$ cat config.mk
export PLATFORM = sky130hd
export DESIGN_NAME = cache_mem_arbiter_flat
export DESIGN_NICKNAME = d
export VERILOG_FILES = /design/src/rtl/cache_pkg.sv /design/src/rtl/cache_mem_arbiter_if.sv /design/src/rtl/cache_rr_arb2.sv /design/src/rtl/cache_mem_arbiter.sv /design/src/flat_wrapper.sv
export SDC_FILE = /design/constraint.sdc
export NUM_CORES = 1
export LEC_CHECK = 0
export CORE_AREA = 8 8 663 665
export CTS_CLUSTER_SIZE = 24
export DETAILED_ROUTE_END_ITERATION = 16
export DIE_AREA = 0 0 671 673
export DONT_BUFFER_PORTS = 1
export GPL_ROUTABILITY_DRIVEN = 0
export GPL_TIMING_DRIVEN = 0
export HOLD_SLACK_MARGIN = 0.05
export SETUP_SLACK_MARGIN = 0.02
export SLEW_MARGIN = 20
export SYNTH_ARGS = -nofsm -noshare
export SYNTH_HDL_FRONTEND = slang
export SYNTH_SLANG_ARGS = --single-unit
export TNS_END_PERCENT = 10
$ cat constraint.sdc
create_clock -name clk -period 2.4 [get_ports clk]
set_input_delay 0.48 -clock clk [delete_from_list [all_inputs] [get_ports clk]]
set_output_delay 0.48 -clock clk [all_outputs]
set_load 0.01 [all_outputs]
$ cat src/rtl/cache_pkg.sv
// Shared widths, FSM encodings and requester IDs for the cache/memory arbiter.
package cache_pkg;

  localparam int unsigned ALL_ADDR_LEN = 24;
  localparam int unsigned MEMORY_DW    = 256;
  localparam int unsigned MEMORY_MW    = MEMORY_DW / 8;

  typedef enum logic [1:0] {
    ST_IDLE     = 2'd0,
    ST_ISSUE    = 2'd1,
    ST_WAIT_RSP = 2'd2
  } arb_state_e;

  localparam logic M_ICACHE = 1'b0;
  localparam logic M_DCACHE = 1'b1;

endpackage

$ cat src/rtl/cache_mem_arbiter_if.sv
// Block-level command/response channel between a cache (master) and memory (slave).
interface cache_mem_arbiter_if
  import cache_pkg::*;
#(
  parameter int unsigned AddrLen = ALL_ADDR_LEN,
  parameter int unsigned DataW   = MEMORY_DW
);

  logic                   cmd_valid;
  logic                   cmd_ready;
  logic                   cmd_read;
  logic [AddrLen-1:0]     cmd_addr;
  logic [DataW-1:0]       cmd_wdata;
  logic [DataW/8-1:0]     cmd_wmask;
  logic                   rsp_valid;
  logic                   rsp_ready;
  logic [DataW-1:0]       rsp_rdata;

  modport master (
    output cmd_valid, cmd_read, cmd_addr, cmd_wdata, cmd_wmask, rsp_ready,
    input  cmd_ready, rsp_valid, rsp_rdata
  );

  modport slave (
    input  cmd_valid, cmd_read, cmd_addr, cmd_wdata, cmd_wmask, rsp_ready,
    output cmd_ready, rsp_valid, rsp_rdata
  );

endinterface

$ cat src/rtl/cache_rr_arb2.sv
// Two-way round-robin grant: a lone requester wins; on a tie the one that did not win last.
module cache_rr_arb2 (
  input  logic [1:0] req_i,
  input  logic       rr_last_i,
  output logic [1:0] gnt_o
);

  always_comb begin
    gnt_o = req_i;
    if (&req_i) begin
      gnt_o = rr_last_i ? 2'b01 : 2'b10;
    end
  end

endmodule

$ cat src/rtl/cache_mem_arbiter.sv
// Shares one memory port between I-cache (m0) and D-cache (m1), one transaction at a time.
module cache_mem_arbiter
  import cache_pkg::*;
(
  input  logic                clk,
  input  logic                rst_n,
  cache_mem_arbiter_if.slave  m0,
  cache_mem_arbiter_if.slave  m1,
  cache_mem_arbiter_if.master memory,
  output logic                arb_busy
);

  arb_state_e             state_q, state_d;
  logic                   owner_q, owner_d;
  logic                   rr_last_q, rr_last_d;
  logic                   read_q, read_d;
  logic [ALL_ADDR_LEN-1:0] addr_q, addr_d;
  logic [MEMORY_DW-1:0]   wdata_q, wdata_d;
  logic [MEMORY_MW-1:0]   wmask_q, wmask_d;
  logic [1:0]             gnt;

  cache_rr_arb2 u_rr_arb2 (
    .req_i     ({m1.cmd_valid, m0.cmd_valid}),
    .rr_last_i (rr_last_q),
    .gnt_o     (gnt)
  );

  always_ff @(posedge clk or negedge rst_n) begin
    if (!rst_n) begin
      state_q   <= ST_IDLE;
      owner_q   <= M_ICACHE;
      rr_last_q <= M_DCACHE;
      read_q    <= 1'b0;
      addr_q    <= '0;
      wdata_q   <= '0;
      wmask_q   <= '0;
    end else begin
      state_q   <= state_d;
      owner_q   <= owner_d;
      rr_last_q <= rr_last_d;
      read_q    <= read_d;
      addr_q    <= addr_d;
      wdata_q   <= wdata_d;
      wmask_q   <= wmask_d;
    end
  end

  always_comb begin
    state_d   = state_q;
    owner_d   = owner_q;
    rr_last_d = rr_last_q;
    read_d    = read_q;
    addr_d    = addr_q;
    wdata_d   = wdata_q;
    wmask_d   = wmask_q;
    unique case (state_q)
      ST_IDLE: begin
        // Any grant is a handshake: cmd_ready follows the grant combinationally.
        if (|gnt) begin
          state_d   = ST_ISSUE;
          owner_d   = gnt[1];
          rr_last_d = gnt[1];
          read_d    = gnt[1] ? m1.cmd_read  : m0.cmd_read;
          addr_d    = gnt[1] ? m1.cmd_addr  : m0.cmd_addr;
          wdata_d   = gnt[1] ? m1.cmd_wdata : m0.cmd_wdata;
          wmask_d   = gnt[1] ? m1.cmd_wmask : m0.cmd_wmask;
        end
      end
      ST_ISSUE: begin
        if (memory.cmd_ready) begin
          state_d = read_q ? ST_WAIT_RSP : ST_IDLE;
        end
      end
      ST_WAIT_RSP: begin
        if (memory.rsp_valid && memory.rsp_ready) begin
          state_d = ST_IDLE;
        end
      end
      default: state_d = ST_IDLE;
    endcase
  end

  always_comb begin
    // Gated by rst_n so readies drop the instant reset asserts, even with requests pending.
    m0.cmd_ready     = rst_n && (state_q == ST_IDLE) && gnt[0];
    m1.cmd_ready     = rst_n && (state_q == ST_IDLE) && gnt[1];
    memory.cmd_valid = (state_q == ST_ISSUE);
    memory.cmd_read  = read_q;
    memory.cmd_addr  = addr_q;
    memory.cmd_wdata = wdata_q;
    memory.cmd_wmask = wmask_q;
    memory.rsp_ready = (state_q == ST_WAIT_RSP) && (owner_q ? m1.rsp_ready : m0.rsp_ready);
    m0.rsp_valid     = (state_q == ST_WAIT_RSP) && (owner_q == M_ICACHE) && memory.rsp_valid;
    m1.rsp_valid     = (state_q == ST_WAIT_RSP) && (owner_q == M_DCACHE) && memory.rsp_valid;
    m0.rsp_rdata     = memory.rsp_rdata;
    m1.rsp_rdata     = memory.rsp_rdata;
    arb_busy         = (state_q != ST_IDLE);
  end

endmodule
$ cat src/flat_wrapper.sv
// flat-port wrapper written by rule: the top's interface ports become plain ports
module cache_mem_arbiter_flat import cache_pkg::*;
  (clk, rst_n, arb_busy, m0_cmd_valid, m0_cmd_read, m0_cmd_addr, m0_cmd_wdata, m0_cmd_wmask, m0_rsp_ready, m0_cmd_ready, m0_rsp_valid, m0_rsp_rdata, m1_cmd_valid, m1_cmd_read, m1_cmd_addr, m1_cmd_wdata, m1_cmd_wmask, m1_rsp_ready, m1_cmd_ready, m1_rsp_valid, m1_rsp_rdata, memory_cmd_valid, memory_cmd_read, memory_cmd_addr, memory_cmd_wdata, memory_cmd_wmask, memory_rsp_ready, memory_cmd_ready, memory_rsp_valid, memory_rsp_rdata);
  cache_mem_arbiter_if m0_i ();
  cache_mem_arbiter_if m1_i ();
  cache_mem_arbiter_if memory_i ();
  input  logic clk;
  input  logic rst_n;
  output logic arb_busy;
  input wire logic [$bits(m0_i.cmd_valid)-1:0] m0_cmd_valid;
  input wire logic [$bits(m0_i.cmd_read)-1:0] m0_cmd_read;
  input wire logic [$bits(m0_i.cmd_addr)-1:0] m0_cmd_addr;
  input wire logic [$bits(m0_i.cmd_wdata)-1:0] m0_cmd_wdata;
  input wire logic [$bits(m0_i.cmd_wmask)-1:0] m0_cmd_wmask;
  input wire logic [$bits(m0_i.rsp_ready)-1:0] m0_rsp_ready;
  output wire logic [$bits(m0_i.cmd_ready)-1:0] m0_cmd_ready;
  output wire logic [$bits(m0_i.rsp_valid)-1:0] m0_rsp_valid;
  output wire logic [$bits(m0_i.rsp_rdata)-1:0] m0_rsp_rdata;
  input wire logic [$bits(m1_i.cmd_valid)-1:0] m1_cmd_valid;
  input wire logic [$bits(m1_i.cmd_read)-1:0] m1_cmd_read;
  input wire logic [$bits(m1_i.cmd_addr)-1:0] m1_cmd_addr;
  input wire logic [$bits(m1_i.cmd_wdata)-1:0] m1_cmd_wdata;
  input wire logic [$bits(m1_i.cmd_wmask)-1:0] m1_cmd_wmask;
  input wire logic [$bits(m1_i.rsp_ready)-1:0] m1_rsp_ready;
  output wire logic [$bits(m1_i.cmd_ready)-1:0] m1_cmd_ready;
  output wire logic [$bits(m1_i.rsp_valid)-1:0] m1_rsp_valid;
  output wire logic [$bits(m1_i.rsp_rdata)-1:0] m1_rsp_rdata;
  output wire logic [$bits(memory_i.cmd_valid)-1:0] memory_cmd_valid;
  output wire logic [$bits(memory_i.cmd_read)-1:0] memory_cmd_read;
  output wire logic [$bits(memory_i.cmd_addr)-1:0] memory_cmd_addr;
  output wire logic [$bits(memory_i.cmd_wdata)-1:0] memory_cmd_wdata;
  output wire logic [$bits(memory_i.cmd_wmask)-1:0] memory_cmd_wmask;
  output wire logic [$bits(memory_i.rsp_ready)-1:0] memory_rsp_ready;
  input wire logic [$bits(memory_i.cmd_ready)-1:0] memory_cmd_ready;
  input wire logic [$bits(memory_i.rsp_valid)-1:0] memory_rsp_valid;
  input wire logic [$bits(memory_i.rsp_rdata)-1:0] memory_rsp_rdata;
  assign m0_i.cmd_valid = m0_cmd_valid;
  assign m0_i.cmd_read = m0_cmd_read;
  assign m0_i.cmd_addr = m0_cmd_addr;
  assign m0_i.cmd_wdata = m0_cmd_wdata;
  assign m0_i.cmd_wmask = m0_cmd_wmask;
  assign m0_i.rsp_ready = m0_rsp_ready;
  assign m0_cmd_ready = m0_i.cmd_ready;
  assign m0_rsp_valid = m0_i.rsp_valid;
  assign m0_rsp_rdata = m0_i.rsp_rdata;
  assign m1_i.cmd_valid = m1_cmd_valid;
  assign m1_i.cmd_read = m1_cmd_read;
  assign m1_i.cmd_addr = m1_cmd_addr;
  assign m1_i.cmd_wdata = m1_cmd_wdata;
  assign m1_i.cmd_wmask = m1_cmd_wmask;
  assign m1_i.rsp_ready = m1_rsp_ready;
  assign m1_cmd_ready = m1_i.cmd_ready;
  assign m1_rsp_valid = m1_i.rsp_valid;
  assign m1_rsp_rdata = m1_i.rsp_rdata;
  assign memory_cmd_valid = memory_i.cmd_valid;
  assign memory_cmd_read = memory_i.cmd_read;
  assign memory_cmd_addr = memory_i.cmd_addr;
  assign memory_cmd_wdata = memory_i.cmd_wdata;
  assign memory_cmd_wmask = memory_i.cmd_wmask;
  assign memory_rsp_ready = memory_i.rsp_ready;
  assign memory_i.cmd_ready = memory_cmd_ready;
  assign memory_i.rsp_valid = memory_rsp_valid;
  assign memory_i.rsp_rdata = memory_rsp_rdata;
  cache_mem_arbiter u_core (.clk(clk), .rst_n(rst_n), .m0(m0_i), .m1(m1_i), .memory(memory_i), .arb_busy(arb_busy));
endmodule
==> out/results.ini, run 1 <==
[status]
status=complete, but fails checks
violations=setup timing

[sta]
fin_skew_ns=0.0348
fin_hold_ws_ns=0.156
post-route-period-util_pct=102
grt_setup_unrepaired=yes
setup_ws_ns=-0.0432
setup_tns_ns=-0.0432
hold_viol_final=0
period_needed_ns=2.44
max_freq_mhz=409
max-slew-margin-rel_pct=30.1
worstMarginPinSlew_ns=1.04
finalSetupViolCount=1
drv_slew=0

[routing]
postRouteWirelength_um=334000
postRouteAntennaNets=0
drt_iter0_markers=1719
first_pass_iters=5
wl_per_cell_um=41.6
route.detailed.drc=0
vias=18400
vias_per_cell=2.29

[clock_tree]
cts_tree=done
cts-root-buf=clkbuf_16
cts-buffers-inserted=47
htreeDepth=2
clk_latency_ns=0.72
cts_sinks=317
cts.clk_slew.worst_paths_ns=0.06
clockBufferDepth=3

[finish]
syn_to_final_growth_pct=74.3
finish.utilization_pct=8.06
final_layout_size_suffix_gt1_share_pct=56.8
nets=3001

[critical_path]
reg2reg_slack_ns=-0.04
timing.rr.end=u_core.memory.cmd_wdata[194]
rr_startpoint=u_core.rr_last_q
critPathKind=flip-flop to flip-flop
startpoint=u_core.rr_last_q
critPathMaxStageDelay_ns=0.54
endpoint_kind=flip-flop
critPathMaxFanout=10
worstPathRequired_ns=2.99
endpoint=u_core.memory.cmd_wdata[194]
crit_path_start_kind=flip-flop
r2r_cells=6
crit_arrival_ns=3.03
crit_chain=a21bo_1 > buf_12 > buf_8 > buf_6 > mux2_4 > mux2_2
cp_slowest_cell=dfstp_2

[floorplanning]
rows=241
ios=1722
initial_utilization_pct=4.62
die_h_um=673
dieArea_um2=452000
die_w_um=671
core_um2=429000

[placed_design]
dp_hpwl_um=307000
port_buffers=0

[synthesis]
syn_nets=2437
syn_area_um2=19800
synthMuxAreaShare_pct=37.5
syn_inst=1547
synth_fa_ha_area_share_pct=0
syn_avg_cell_area_um2=12.8
yosys_warnings=0
synth_simple_gate_area_share_pct=0.296
synthXorXnorAreaFrac_pct=0
ys_seq_area_share_pct=40.0
synth.distinct_cells=24
synth.ff_latch_count=317
synth_top_family_by_area=multiplexers
synth-compound-area-share_pct=0.259

[global_route]
gr-total-overflow=0
track_usage_pct=14.0
grt_pass1_vias=16800
grt_first_pass_wirelength_um=372000
grt_antenna_before_repair=400
grt_max_degree=319

[worst_hold_path]
hp-start=m0_cmd_wdata[234]
hp-class=input pin to flip-flop

[power]
powerDensity_nw_per_um2=1070
p_leak_uw=0.0127
vdd_drop_max_v=0.000627

[run]
maxCapViolCount=0

synthesized netlist by cell type (all sizes together):
master	n	area share, %
a21bo	1	0.050
a21oi	1	0.025
o21ai	3	0.076
nor2	4	0.076
clkbuf	8	0.15
mux2i	1	0.050
nor2b	1	0.032
buf	573	22
and4b	1	0.050
mux2	626	37
nor3b	1	0.038
nand2b	2	0.063
dfstp	1	0.13
inv	3	0.057
o22ai	1	0.032
a31oi	1	0.032
dfrtp	316	40
nand2	2	0.038
o2bb2ai	1	0.044
cell usage in the layout, fill, tap and decap left out, drive strengths merged, types with 3 or more instances in the layout:
| cell | synthesis | routed |
|---|---|---|
| buf | 573 | 594 |
| bufinv | 0 | 5 |
| clkbuf | 8 | 65 |
| clkinv | 0 | 12 |
| clkinvlp | 0 | 4 |
| dfrtp | 316 | 316 |
| diode | 0 | 167 |
| dlygate4sd3 | 0 | 494 |
| inv | 3 | 11 |
| mux2 | 626 | 626 |
| nor2 | 4 | 4 |
| o21ai | 3 | 3 |
stage by stage:
| step | setup WS, ns | cells | instance area [um^2] | total power [uW] |
|---|---|---|---|---|
| CTS | -0.0846 | 7846 | 33900 | 38100 |
| finish | -0.0432 | 8025 | 34600 | 37000 |
| detailed placement | -0.598 | 7260 | 27100 | 28500 |
| global placement | -3.32 | 7257 | 27000 | 28300 |
| floorplan | 0.591 | 1547 | 19800 | 18100 |
| global route | -0.0366 | 7893 | 34300 | 39200 |
per-layer routing:
metal  GRT usage (%)  wire length (um)  vias to the layer above  share of wire (%)
met4            1.90              8110                      286                2.4
li1                -                 -                     6149                  -
met1            13.5            111000                     8940                 33
met2            21.3            141000                     2217                 42
met3            14.2             70900                      810                 21
met5            1.36              2300                        -               0.69
sequential cells by signal, indices dropped and copies added, names as in the netlist:
name	count
u_core.memory.cmd_read	1
u_core.memory.cmd_wmask	32
u_core.memory.cmd_addr	24
u_core.memory.cmd_wdata	256
u_core.owner_q	1
u_core.state_q	2
u_core.rr_last_q	1
critical path, delay by kind of cell (launching register included):
| kind | cells | cell delay, ns |
|---|---|---|
| DFF | 1 | 0.54 |
| buffers and inverters | 3 | 0.75 |
| muxes | 2 | 0.72 |
| AOI/OAI and AO/OA | 1 | 0.15 |
area by class of cell:
class	count	area (um^2)
antenna	167	418
buffer	581	4490
clock buffer	57	1240
clock inverter	29	393
fill	49600	395000
inverter	3	15.0
multi-input combinational	646	7640
sequential	317	7940
tap	5710	7140
timing repair buffer	515	5300
cells by family (layout without fill, tap and decap cells):
logic type | after synthesis | in the layout
buffers and inverters | 584 | 1185
DFF | 317 | 317
and+or+nand+nor | 11 | 11
muxes | 627 | 627
other | 0 | 167
AOI/OAI and AO/OA | 8 | 8
power breakdown:
group / internal, uW / switching, uW
Clock: 4310 / 3450
Sequential: 8040 / 9340
Combinational: 6060 / 5750
timing repair:
action / 4_1_cts / 5_1_grt
gates resized for setup: 63 / 10
pin swaps: 0 / 2
hold buffers: 492 / 7
setup endpoints to repair: 268 / 64
setup buffers: 8 / 2
hold endpoints to repair: 567 / 220
how the worst min path moves through the flow:
stage | end | depth (start not counted)
after floorplan | u_core.memory.cmd_addr[0] | 0
after global placement | u_core.memory.cmd_wdata[222] | 0
after detailed placement | u_core.memory.cmd_wdata[222] | 0
after CTS | u_core.memory.cmd_wdata[229] | 0
after global routing | u_core.memory.cmd_addr[0] | 2
final | u_core.memory.cmd_wdata[234] | 2
Note: power is estimated with default switching activity, not from simulation.
==> inputs of run 2 (changes only) <==
- GPL_ROUTABILITY_DRIVEN: 0 -> not set
==> run 2 against run 1 <==
The run ends with hold timing left; combinational power is essentially flat; power grew 0.68%; worst setup slack better by 0.090 ns; sequential share of layout area rose by 0.17 points; first-iteration DRC count is 8.5% lower; via count fell by 0.84%; count of clock-buffer cells in the layout did not move; core utilization shrank 0.057 points.
==> out/results.ini, run 2 (synthesized netlist as in run 1, its figures left out) <==
[status]
status=complete, but fails checks  ; unchanged
violations=hold timing  ; was setup timing

[critical_path]
critPathMaxFanout=10  ; unchanged
startpoint=u_core.rr_last_q  ; unchanged
timing.rr.end=u_core.memory.cmd_wdata[237]  ; was u_core.memory.cmd_wdata[194]
crit_arrival_ns=2.95  ; was 3.03 ns
critPathKind=flip-flop to flip-flop  ; unchanged
rr_startpoint=u_core.rr_last_q  ; unchanged
r2r_cells=7  ; was 6
reg2reg_slack_ns=0.05  ; was -0.04 ns
cp_slowest_cell=dfstp_2  ; unchanged
crit_path_start_kind=flip-flop  ; unchanged
critPathMaxStageDelay_ns=0.56  ; was 0.54 ns
worstPathRequired_ns=2.99  ; about the same
endpoint_kind=flip-flop  ; unchanged
crit_chain=a21bo_1 > buf_12 > buf_16 > buf_4 > buf_12 > mux2_2 > mux2_2  ; was a21bo_1 > buf_12 > buf_8 > buf_6 > mux2_4 > mux2_2

[power]
vdd_drop_max_v=0.000703  ; was 0.000627 V
p_leak_uw=0.0126  ; was 0.0127 uW
powerDensity_nw_per_um2=1080  ; was 1070 nW/um^2
power_uw=37200  ; was 37000 uW

[sta]
max-slew-margin-rel_pct=27.3  ; was 30.1%
setup_tns_ns=0  ; was -0.0432 ns
max_freq_mhz=425  ; was 409 MHz
fin_hold_ws_ns=-0.524  ; was 0.156 ns
worstMarginPinSlew_ns=1.09  ; was 1.04 ns
setup_ws_ns=0.0469  ; was -0.0432 ns
period_needed_ns=2.35  ; was 2.44 ns
finalSetupViolCount=0  ; was 1
drv_slew=0  ; unchanged
fin_skew_ns=0.0331  ; was 0.0348 ns
hold_viol_final=317  ; was 0
grt_setup_unrepaired=yes  ; unchanged
post-route-period-util_pct=98.0  ; was 102%

[clock_tree]
clk_latency_ns=0.74  ; was 0.72 ns
cts.clk_slew.worst_paths_ns=0.06  ; about the same
cts-root-buf=clkbuf_16  ; unchanged
cts_tree=done  ; unchanged
cts_sinks=317  ; unchanged
clockBufferDepth=3  ; unchanged
cts-buffers-inserted=46  ; was 47
cts-hold-fix-buffers=490  ; was 492
htreeDepth=2  ; unchanged

[global_route]
grt_antenna_before_repair=407  ; was 400
gr-total-overflow=0  ; unchanged
grt_pass1_vias=16900  ; was 16800
track_usage_pct=14.0  ; about the same
grt_first_pass_wirelength_um=373000  ; was 372000 um
grt_max_degree=319  ; unchanged

[finish]
final_cell_mix=527 x buf_4, 490 x dlygate4sd3_1, 421 x mux2_2  ; was 530 x buf_4, 494 x dlygate4sd3_1, 421 x mux2_2
largest_reg_flops=256  ; unchanged
finish.utilization_pct=8.00  ; was 8.06%
syn_to_final_growth_pct=73.0  ; was 74.3%
final_layout_size_suffix_gt1_share_pct=56.7  ; was 56.8%
final_common_cell=buf_4  ; unchanged
nets=2985  ; was 3001

[routing]
vias=18200  ; was 18400
drt_iter0_markers=1573  ; was 1719
vias_per_cell=2.28  ; was 2.29
postRouteAntennaNets=0  ; unchanged
postRouteWirelength_um=333000  ; was 334000 um
wl_per_cell_um=41.6  ; about the same
first_pass_iters=5  ; unchanged
route.detailed.drc=0  ; unchanged

[floorplanning]
die_h_um=673  ; unchanged
rows=241  ; unchanged
dieArea_um2=452000  ; unchanged
core_um2=429000  ; unchanged
die_w_um=671  ; unchanged
ios=1722  ; unchanged
initial_utilization_pct=4.62  ; unchanged

[placed_design]
preCtsSetupSlack_ns=-0.634  ; was -0.598 ns
port_buffers=0  ; unchanged
dp_hpwl_um=308000  ; was 307000 um
place.gp.congestion=1.09

[worst_hold_path]
hp-class=input pin to async pin  ; was input pin to flip-flop

[run]
maxCapViolCount=0  ; unchanged

## run 2: report_power, final
group / switching [uW] / total, uW / internal [uW]
Sequential: 9480 / 17500 / 8040
Clock: 3430 / 8050 / 4620
Combinational: 5640 / 11600 / 5990
## run 2: worst max-delay path, delay by kind of cell, from the launching register on
kind / cells / cell delay [ns]
multiplexers: 2 / 0.74
buffers and inverters: 4 / 0.72
flip-flops: 1 / 0.56
AO/OA/AOI/OAI: 1 / 0.15
## run 2: worst max path at each step
stage	endpoint	slack, ns	depth (start not counted)
6_report	u_core.memory.cmd_wdata[237]	0.05	7
5_1_grt	m1_cmd_ready	-0.05	5
4_1_cts	m1_cmd_ready	-0.08	5
3_5_place_dp	u_core.memory.cmd_wdata[51]	-0.63	6
3_3_place_gp	u_core.memory.cmd_wdata[69]	-3.31	4
2_1_floorplan	u_core.memory.cmd_wdata[102]	0.59	6
## run 2: what timing repair did
| action | CTS | global route |
|---|---|---|
| pin swaps | 2 | 0 |
| gates resized for setup | 63 | 6 |
| hold endpoints to repair | 566 | 317 |
| setup endpoints to repair | 269 | 87 |
| setup buffers | 8 | 0 |
## run 2: metrics by stage
| step | std cells | cell area (um^2) | hold WS (ns) |
|---|---|---|---|
| after floorplan | 1547 | 19800 | 0.184 |
| after global placement | 7257 | 27000 | 0.195 |
| after detailed placement | 7260 | 27100 | 0.196 |
| after CTS | 7838 | 33900 | -0.649 |
| after global routing | 7881 | 34000 | -0.610 |
| final | 8009 | 34300 | -0.524 |
## run 2: area by class of cell
class                           count  area, um^2
Fill cell                       49600      395000
Sequential cell                   317        7940
Multi-Input combinational cell    646        7640
Tap cell                         5710        7140
Timing Repair Buffer              501        5030
Buffer                            580        4480
Clock buffer                       57        1260
Antenna cell                      171         428
Clock inverter                     24         398
Inverter                            3        15.0
## run 2: metal layers
layer	track usage (%)	vias up	wire length, um
met1	13.6	8843	111000
met3	14.1	800	70200
li1	-	6128	-
met5	1.46	-	2530
met2	21.1	2183	140000
met4	2.58	294	10100
==> inputs of run 3 (changes only) <==
- CORE_AREA: 8 8 663 665 -> 3 3 675 677
- DIE_AREA: 0 0 671 673 -> 0 0 678 680
==> run 3 against run 2 <==
The run ends with hold timing, setup timing left; sequential cell count unchanged; hold slack got worse by 0.041 ns; worst setup slack got worse by 0.091 ns; routed wire length increased by 0.48%; sequential share of layout area down 0.58 points; combinational power is essentially flat; critical endpoint is now u_core.memory.cmd_wdata[103]; largest power group unchanged.
==> out/results.ini, run 3 (synthesized netlist as in run 1, its figures left out) <==
[routing]
vias=17800  ; was 18200
first_pass_iters=7  ; was 5
vias_per_cell=2.15  ; was 2.28
drt_iter0_markers=1207  ; was 1573
postRouteWirelength_um=335000  ; was 333000 um
wl_per_cell_um=40.5  ; was 41.6 um
route.detailed.drc=0  ; unchanged
postRouteAntennaNets=0  ; unchanged

[worst_hold_path]
hp-class=input pin to async pin  ; unchanged

[sta]
post-route-period-util_pct=102  ; was 98.0%
drv_slew=0  ; unchanged
period_needed_ns=2.44  ; was 2.35 ns
worstMarginPinSlew_ns=0.983  ; was 1.09 ns
finalSetupViolCount=4  ; was 0
setup_ws_ns=-0.0436  ; was 0.0469 ns
grt_setup_unrepaired=yes  ; unchanged
hold_viol_final=251  ; was 317
setup_tns_ns=-0.0689  ; was 0 ns
fin_hold_ws_ns=-0.565  ; was -0.524 ns
fin_skew_ns=0.0399  ; was 0.0331 ns
max_freq_mhz=409  ; was 425 MHz
max-slew-margin-rel_pct=34.4  ; was 27.3%

[finish]
final_cell_mix=530 x dlygate4sd3_1, 525 x buf_4, 428 x mux2_2  ; was 527 x buf_4, 490 x dlygate4sd3_1, 421 x mux2_2
nets=3035  ; was 2985
largest_reg_flops=256  ; unchanged
stdcell_count=8272  ; was 8009
fin_area_um2=35200  ; was 34300 um^2
seqCellArea_um2=7940  ; unchanged
multi_input_area_um2=7610  ; was 7640 um^2
syn_to_final_growth_pct=77.5  ; was 73.0%
final_common_cell=dlygate4sd3_1  ; was buf_4
n_fill_cell=52100  ; was 49600
final_layout_size_suffix_gt1_share_pct=56.0  ; was 56.7%

[clock_tree]
cts_sinks=317  ; unchanged
cts_tree=done  ; unchanged
clk_latency_ns=0.73  ; was 0.74 ns
cts.clk_slew.worst_paths_ns=0.06  ; about the same
cts-root-buf=clkbuf_16  ; unchanged
cts-buffers-inserted=50  ; was 46
clockBufferDepth=3  ; unchanged
htreeDepth=2  ; unchanged
cts-hold-fix-buffers=530  ; was 490

[placed_design]
dpl-instance-area_um2=27400  ; was 27100 um^2
dp_cells=7502  ; was 7260
dp_hpwl_um=309000  ; was 308000 um
port_buffers=0  ; unchanged
place.gp.congestion=1.08  ; was 1.09

[critical_path]
crit_buf_inv=4  ; unchanged
worstPathRequired_ns=3.00  ; was 2.99 ns
startpoint=u_core.rr_last_q  ; unchanged
crit_path_start_kind=flip-flop  ; unchanged
rr_startpoint=u_core.rr_last_q  ; unchanged
reg2reg_slack_ns=-0.04  ; was 0.05 ns
crit_chain=a21bo_1 > buf_12 > buf_12 > buf_12 > buf_12 > mux2_4 > mux2_2  ; was a21bo_1 > buf_12 > buf_16 > buf_4 > buf_12 > mux2_2 > mux2_2
critPathKind=flip-flop to flip-flop  ; unchanged
cpMostUsedCell=buf_12
crit_arrival_ns=3.05  ; was 2.95 ns
critPathMaxFanout=10  ; unchanged
critical_path.top_delay_family=multiplexers  ; unchanged
critPathMaxStageDelay_ns=0.56  ; about the same
endpoint_kind=flip-flop  ; unchanged
cp_slowest_cell=dfstp_2  ; unchanged

[status]
status=complete, but fails checks  ; unchanged
violations=hold timing, setup timing  ; was hold timing

[floorplanning]
rows=246  ; was 241
die_w_um=678  ; was 671 um
core_um2=449000  ; was 429000 um^2
dieArea_um2=461000  ; was 452000 um^2
ios=1722  ; unchanged
die_h_um=680  ; was 673 um
initial_utilization_pct=4.42  ; was 4.62%

[global_route]
grt_antenna_before_repair=389  ; was 407
grt_max_degree=319  ; unchanged
track_usage_pct=13.9  ; was 14.0%
gr-total-overflow=0  ; unchanged
grt_pass1_vias=16600  ; was 16900
grt_first_pass_wirelength_um=372000  ; was 373000 um

[power]
p_leak_uw=0.0128  ; was 0.0126 uW
powerDensity_nw_per_um2=1090  ; was 1080 nW/um^2
vdd_drop_max_v=0.000599  ; was 0.000703 V
power_uw=38500  ; was 37200 uW

[run]
maxCapViolCount=0  ; unchanged

run 3: routing by layer:
| layer | vias to the layer above | wire length (um) | GRT usage (%) |
|---|---|---|---|
| li1 | 6175 | - | - |
| met1 | 8676 | 117000 | 14.0 |
| met2 | 1867 | 144000 | 21.3 |
| met3 | 751 | 63400 | 12.8 |
| met4 | 340 | 8290 | 2.40 |
| met5 | - | 2340 | 0.354 |
run 3: worst reg2reg max path, cell delays in order, from the launching register on:
cell	delay, ns
dfstp_2	0.56
a21bo_1	0.16
buf_12	0.12
buf_12	0.13
buf_12	0.21
buf_12	0.31
mux2_4	0.49
mux2_2	0.34
run 3: worst paths after layout:
kind,endpoint,depth (start not counted)
setup / recovery,u_core.memory.cmd_wdata[103],7
hold / removal,u_core.memory.cmd_wdata[222],0
setup reg to reg,u_core.memory.cmd_wdata[103],7
hold reg to reg,u_core.memory.cmd_wdata[223],1
max in group asynchronous,u_core.memory.cmd_wdata[144],1
min in group clk,u_core.memory.cmd_wdata[41],2
run 3: power breakdown:
group / leakage, uW / switching (uW) / total (uW) / internal, uW
clock network: 0.000879 / 3670 / 8610 / 4940
registers: 0.00371 / 9960 / 18000 / 8030
logic: 0.00824 / 5820 / 11900 / 6060
total: 0.0128 / 19400 / 38500 / 19000
run 3: layout make-up:
class                           instances  area share, %
Sequential cell                       317           22.5
Multi-Input combinational cell        646           21.6
Tap cell                             5952           21.1
Timing Repair Buffer                  546           15.7
Buffer                                581           12.8
Clock buffer                           62           3.97
Clock inverter                         31           1.21
Antenna cell                          134          0.952
Inverter                                3         0.0426
run 3: stage by stage:
step / util (%) / setup slack, ns
CTS: 7.73 / -0.166
global route: 7.80 / -0.0856
global placement: 6.07 / -2.18
finish: 7.84 / -0.0436
detailed placement: 6.09 / -0.766
floorplan: - / 0.591
run 3: what timing repair did:
item | in CTS | in global routing
setup buffers | 6 | 5
resized for setup | 51 | 23
endpoints found under the hold margin | 583 | 317
endpoints found under the setup margin | 235 | 110
cloned | 0 | 0
pin swaps | 1 | 2
